===== config.mk =====
export PLATFORM = sky130hd
export DESIGN_NAME = pipe_skid_stage
export DESIGN_NICKNAME = d
export VERILOG_FILES = /design/src/rtl/pipe_skid_stage.sv
export SDC_FILE = /design/constraint.sdc
export NUM_CORES = 1
export LEC_CHECK = 0
export ABC_AREA = 1
export CAP_MARGIN = 20
export CORE_ASPECT_RATIO = 2
export CORE_MARGIN = 1
export CORE_UTILIZATION = 25
export CTS_CLUSTER_SIZE = 10
export DETAILED_ROUTE_END_ITERATION = 16
export SLEW_MARGIN = 5
export SYNTH_ARGS = -nofsm -noshare
export SYNTH_HDL_FRONTEND = slang
export SYNTH_SLANG_ARGS = --single-unit

===== constraint.sdc =====
create_clock -name clk -period 2.36 [get_ports clk]
set_input_delay 0.472 -clock clk [delete_from_list [all_inputs] [get_ports clk]]
set_output_delay 0.472 -clock clk [all_outputs]
set_load 0.01 [all_outputs]

===== src/rtl/pipe_skid_stage.sv =====
// Generic pipeline stage register with valid/ready handshake, one-entry skid
// buffer, synchronous flush to a NOP bubble and a saturating stall counter.
module pipe_skid_stage #(
  parameter int DATA_W     = 102,
  parameter int CTRL_W     = 8,
  parameter bit CLEAR_CTRL = 1'b1,
  parameter int CNT_W      = 16
) (
  input  logic              clk,
  input  logic              rst_n,
  input  logic              flush,
  input  logic              in_valid,
  output logic              in_ready,
  input  logic [DATA_W-1:0] in_data,
  output logic              out_valid,
  input  logic              out_ready,
  output logic [DATA_W-1:0] out_data,
  output logic [CNT_W-1:0]  stall_cnt
);

  typedef enum logic [1:0] {EMPTY, FULL, SKID} state_t;

  // Low CTRL_W bits set; shift-then-subtract also covers CTRL_W == DATA_W.
  localparam logic [DATA_W-1:0] CTRL_MASK = (DATA_W'(1) << CTRL_W) - DATA_W'(1);

  state_t            state;
  logic [DATA_W-1:0] main_q;
  logic [DATA_W-1:0] skid_q;

  // Value the main register takes when the stage becomes a bubble.
  function automatic logic [DATA_W-1:0] bubble(input logic [DATA_W-1:0] d);
    return CLEAR_CTRL ? (d & ~CTRL_MASK) : d;
  endfunction

  assign out_data = main_q;

  // in_ready/out_valid are registered alongside the state so neither depends
  // combinationally on out_ready or in_valid.
  always_ff @(posedge clk or negedge rst_n) begin
    if (!rst_n) begin
      state     <= EMPTY;
      out_valid <= 1'b0;
      in_ready  <= 1'b1;
      main_q    <= '0;
      skid_q    <= '0;
    end else if (flush) begin
      state     <= EMPTY;
      out_valid <= 1'b0;
      in_ready  <= 1'b1;
      main_q    <= bubble(main_q);
    end else begin
      case (state)
        EMPTY: begin
          if (in_valid) begin
            state     <= FULL;
            out_valid <= 1'b1;
            main_q    <= in_data;
          end
        end
        FULL: begin
          if (out_ready) begin
            if (in_valid) begin
              main_q <= in_data;
            end else begin
              state     <= EMPTY;
              out_valid <= 1'b0;
              main_q    <= bubble(main_q);
            end
          end else if (in_valid) begin
            state    <= SKID;
            in_ready <= 1'b0;
            skid_q   <= in_data;
          end
        end
        SKID: begin
          if (out_ready) begin
            state    <= FULL;
            in_ready <= 1'b1;
            main_q   <= skid_q;
          end
        end
        default: begin
          state     <= EMPTY;
          out_valid <= 1'b0;
          in_ready  <= 1'b1;
        end
      endcase
    end
  end

  always_ff @(posedge clk or negedge rst_n) begin
    if (!rst_n)
      stall_cnt <= '0;
    else if (out_valid && !out_ready && !flush && (stall_cnt != {CNT_W{1'b1}}))
      stall_cnt <= stall_cnt + CNT_W'(1);
  end

endmodule


Word-level counts from Yosys, hierarchy flattened
Index checks and enable logic that the tools add are counted.
{"block": "totals", "reg_bits": 224, "wordCells": 64, "output_inout_bits": 120}
{"block": "op_classes", "add_sub_neg": 1, "n_eq_ne": 17, "n_reduce_logical": 14, "bitwise_logic": 2, "mux": 23}
{"operator": "$mux 102", "n": 4}
{"operator": "$pmux 102 s3", "n": 1}
{"operator": "$reduce_and 4->1", "n": 5}
{"operator": "$ne 3x3->1 const B", "n": 6}
{"operator": "$add 16x1->16 const B", "n": 1}
{"operator": "$ne 16x16->1 const B", "n": 1}
{"operator": "$mux 2", "n": 6}
{"operator": "$ne 2x2->1 const B", "n": 6}
{"operator": "$mux 1", "n": 8}
{"operator": "$mux 8", "n": 1}
{"operator": "$ne 4x4->1 const B", "n": 2}
{"operator": "$pmux 1 s3", "n": 2}
{"operator": "$pmux 2 s3", "n": 1}
{"operator": "$reduce_and 6->1", "n": 1}
{"operator": "$reduce_bool 4->1", "n": 1}
{"operator": "$logic_and 1x1->1", "n": 3}
{"operator": "$reduce_bool 3->1", "n": 1}
{"operator": "$eq 2x1->1 const B", "n": 1}
{"operator": "$eq 2x2->1 const B", "n": 1}
{"operator": "$logic_not 1->1", "n": 2}
{"operator": "$logic_not 2->1", "n": 1}
{"operator": "$not 1->1", "n": 2}

Longest topological paths before layout
{"block": "depth", "depth_word": 4, "ltp_mapped": 10, "depth_no_buf": 9}

Least setup slack after synthesis
No wires, ideal clock.
{"block": "synth_timing", "kind": "flip-flop to flip-flop", "startpoint": "register state[0]", "endpoint": "register main_q[16] (netlist: out_data[16])", "arrival_time_ns": 1.546, "path_stages_with_launch": 10, "period_less_slack_ns": 1.672, "setup_ns": 0.126, "path_buffers": 3, "path_slack_ns": 0.688, "cell_sequence": "dfrtp_1 -> inv_1 -> ha_1 -> buf_2 -> o21ai_1 -> nand2_1 -> nor2_4 -> buf_4 -> buf_2 -> a21oi_1"}
{"block": "synth_via", "elab_chain_len": 3}
{"item": "from (decl)", "line_no": "26", "source": "state_t state;"}
{"item": "from (signal assigned)", "line_no": "41", "source": "state <= EMPTY;"}
{"item": "from (signal assigned)", "line_no": "47", "source": "state <= EMPTY;"}
{"item": "from (signal assigned)", "line_no": "55", "source": "state <= FULL;"}
{"item": "$eq 2x1->1 (tied with other cells)", "line_no": "52", "source": "case (state)"}
{"item": "$ne 2x2->1 (no source line) or $reduce_bool 3->1 (tied branches)"}
{"item": "$reduce_and 6->1 (no source line)"}
{"item": "to (signal assigned)", "line_no": "50", "source": "main_q <= bubble(main_q);"}
{"item": "to (signal assigned)", "line_no": "57", "source": "main_q <= in_data;"}
{"item": "to (signal assigned)", "line_no": "63", "source": "main_q <= in_data;"}
{"item": "to (decl)", "line_no": "27", "source": "logic [DATA_W-1:0] main_q;"}
Several ways; a longest one is shown, not always the timed one.
A chain may end at the register's enable or synchronous reset.

Worst setup path after layout
{"block": "layout_timing", "startpoint": "register in_ready", "endpoint": "output port in_ready"}
{"item": "from (decl)", "line_no": "13", "source": "output logic in_ready,"}
{"item": "from (signal assigned)", "line_no": "43", "source": "in_ready <= 1'b1;"}
{"item": "from (signal assigned)", "line_no": "49", "source": "in_ready <= 1'b1;"}
{"item": "from (signal assigned)", "line_no": "71", "source": "in_ready <= 1'b0;"}
No word-level cell between the ends.

==> out/metrics.csv <==
stage,metric,value,unit
global_routing,grt_usage,16.5,%
logic_synthesis,syn_nets,1249,
logic_synthesis,avgSynthCellArea,8.83,sq um
floorplan,core,39400,sq um
timing,timing.setup.tns,0,ns
route,antenna_left,0,
route,drt_iter0_drc,625,
route,vias,8924,
finish,seq_area,5610,sq um
floorplan,die_height,285,um
timing,hold_viol,0,
floorplan,dieArea,40900,sq um
floorplan,initial_utilization,25.4,%
cts,cts.reportedPaths.clkPinSlew,0.06,ns
floorplan,rows,103,
run,maxCapViolCount,0,
worst_setup_path,worst-path-max-fanout,2,
worst_setup_path,critPathCaptureType,output pin,
logic_synthesis,synthTopCellsByArea,"dfrtp_1, nand2_1, a32oi_1, nand3_1, a21oi_1",
finish,drive_above_1_share,5.37,%
finish,syn_to_final_growth,36.9,%
floorplan,die_w,144,um
worst_setup_path,critPathLaunchType,register,
worst_setup_path,crit_buf_inv,1,
cts,cts_resized,0,
finish,multi_input_area,3920,sq um
finish,nets,1447,
worst_setup_path,cp.arrival,1.64,ns
cts,numCtsBuffers,26,
logic_synthesis,synth-compound-area-share,14.3,%
cts,htreeDepth,1,
timing,finClkSkew,0.00781,ns
worst_setup_path,r2r-start,state[1],
worst_setup_path,cp_data_required_time,1.89,ns
global_routing,grt_max_degree,84,
route,first_pass_iters,5,
logic_synthesis,synthMuxAreaShare,0,%
min_path,hold_class,in2reg,
worst_setup_path,reg2reg_slack,0.34,ns
logic_synthesis,synth_top_area_share,55.7,%
cts,cts_root_buffer,clkbuf_16,
logic_synthesis,synth_warnings,0,
logic_synthesis,synth.distinct_cells,23,
power_and_ir_drop,p_leak,6.03,nW
power_and_ir_drop,ir_drop,0.000725,V
cts,cts_tree,built,
cts,clock_sinks,224,
logic_synthesis,synth_flop_cell,dfrtp_1,
timing,fin_crit,2.12,ns
logic_synthesis,ys_ff_latch,224,
timing,tightest_slew,0.627,ns
min_path,min_from,in_valid,
global_routing,first_global_vias,9244,
timing,worst_slack,0.243,ns
route,vias_per_cell,4.77,
cts,clock_latency,0.53,ns
worst_setup_path,slowest_stage,clkdlybuf4s50_1,
logic_synthesis,yosysSeqAreaShare,56.0,%
route,drt_wl_total,33.7,mm
route,drc,0,
worst_setup_path,critical_path_class,reg2out,
worst_setup_path,slowest_delay,0.59,ns
logic_synthesis,syn_inst,1134,
run_status,status,completed,
worst_setup_path,worstPathCellList,clkdlybuf4s50_1,
worst_setup_path,startpoint,in_ready,
logic_synthesis,synth_top_family_by_area,simple AND/OR/NAND/NOR gates,
cts,clockBufferDepth,3,
logic_synthesis,ys_async_sr_fraction,100,%
global_routing,antenna_found_initial,3,
timing,relSlewSlack,58.2,%
power_and_ir_drop,power.density,1190,nW/um^2
place,dp_slack,0.166,ns
global_routing,grt_pass1_wl,52.0,mm
cts,postCtsSetupRepairBufs,0,
logic_synthesis,yosys-top-cells-count,"nand2_1, dfrtp_1, nor2_1",
logic_synthesis,synth_area,10000,sq um
logic_synthesis,synth_adder_area_share,1.00,%
cts,hold_buffers,1,
floorplan,ios,227,
finish,fill_cells,4081,
logic_synthesis,synth_xor_area_share,0.525,%
route,post_drt_wl_per_cell,18.0,um
timing,drv_slew,0,
place,io_buffers,226,
logic_synthesis,yosysMostFrequentCell,nand2_1,
timing,rsz0062_at_grt,no,
worst_setup_path,path_delay_family,buffers and inverters,
global_routing,overflow,0,
logic_synthesis,synth-edff-count,0,
timing,finalSetupViolCount,0,
place,hpwl,23.1,mm
place,globalplace.congestion,0.818,
logic_synthesis,synth_largest_area_cell,dfrtp_1,
timing,timing.final.crit_share,89.7,%
logic_synthesis,synthSimpleGateAreaFrac,22.9,%
timing,timing.fmax,472,MHz
## power breakdown
| part | switching, mW | internal [mW] |
|---|---|---|
| Clock | 1.55 | 2.06 |
| Combinational | 3.09 | 2.86 |
| Sequential | 1.14 | 5.58 |
| Total | 5.77 | 10.5 |
## cells in the final DEF (no fill, tap or decap)
cell / instances
xnor2_1: 4
inv_2: 3
o21ai_1: 9
nand2_1: 317
buf_4: 20
dfrtp_1: 223
a22oi_1: 8
nand4_1: 5
clkdlybuf4s50_1: 224
clkbuf_16: 27
o21ai_0: 9
xor2_1: 2
dfstp_2: 1
a32oi_1: 93
inv_1: 26
clkinvlp_4: 1
ha_4: 2
nor2_1: 124
buf_12: 13
a21oi_1: 93
diode_2: 3
nand3_1: 115
dlygate4sd3_1: 1
ha_1: 6
nand3b_1: 1
clkbuf_1: 10
nor2_4: 2
nand2_4: 2
buf_8: 1
## state kept, by name, summed over array words and instances (netlist names)
register	count
in_ready	1
skid_q	102
out_valid	1
stall_cnt	16
out_data	102
state	2
## per-layer routing
layer  track usage [%]  vias up  wire, um
li1                  -     4250         -
met5                 0        -         0
met1              17.2     4361     12100
met4              9.47        0      1770
met3              2.37       79      1450
met2              30.8      234     18400
## cell families after synthesis
kind of cell,after synthesis
buf+inv,118
fa+ha+maj,8
simple gates,566
flops,224
compound gates,212
xor+xnor,6
## final cells by class
type | instances | area share, %
Multi-Input combinational cell | 792 | 28.6
Antenna cell | 3 | 0.0548
Sequential cell | 224 | 40.9
Inverter | 29 | 0.795
Clock buffer | 37 | 5.21
Tap cell | 525 | 4.79
Clock inverter | 1 | 0.0548
Timing Repair Buffer | 259 | 19.5
## stage by stage
stage	utilization, %	std cells	hold slack (ns)	area, sq um	power [mW]
global placement	32.9	1828	0.453	13000	12.6
finish	34.7	1870	0.391	13700	16.3
global route	34.7	1870	0.394	13700	17.3
CTS	34.7	1867	0.378	13700	16.5
detailed placement	32.9	1828	0.459	13000	12.8
floorplan	-	1134	0.176	10000	9.40
## worst paths after layout
path / end / depth (start not counted)
max: in_ready / 1
min in group asynchronous: out_data[14] / 2
max in group asynchronous: in_ready / 3
max reg2reg: out_data[32] / 9
min: skid_q[43] / 3
min reg2reg: skid_q[38] / 2
No activity file was read; power rests on OpenSTA's default activity.
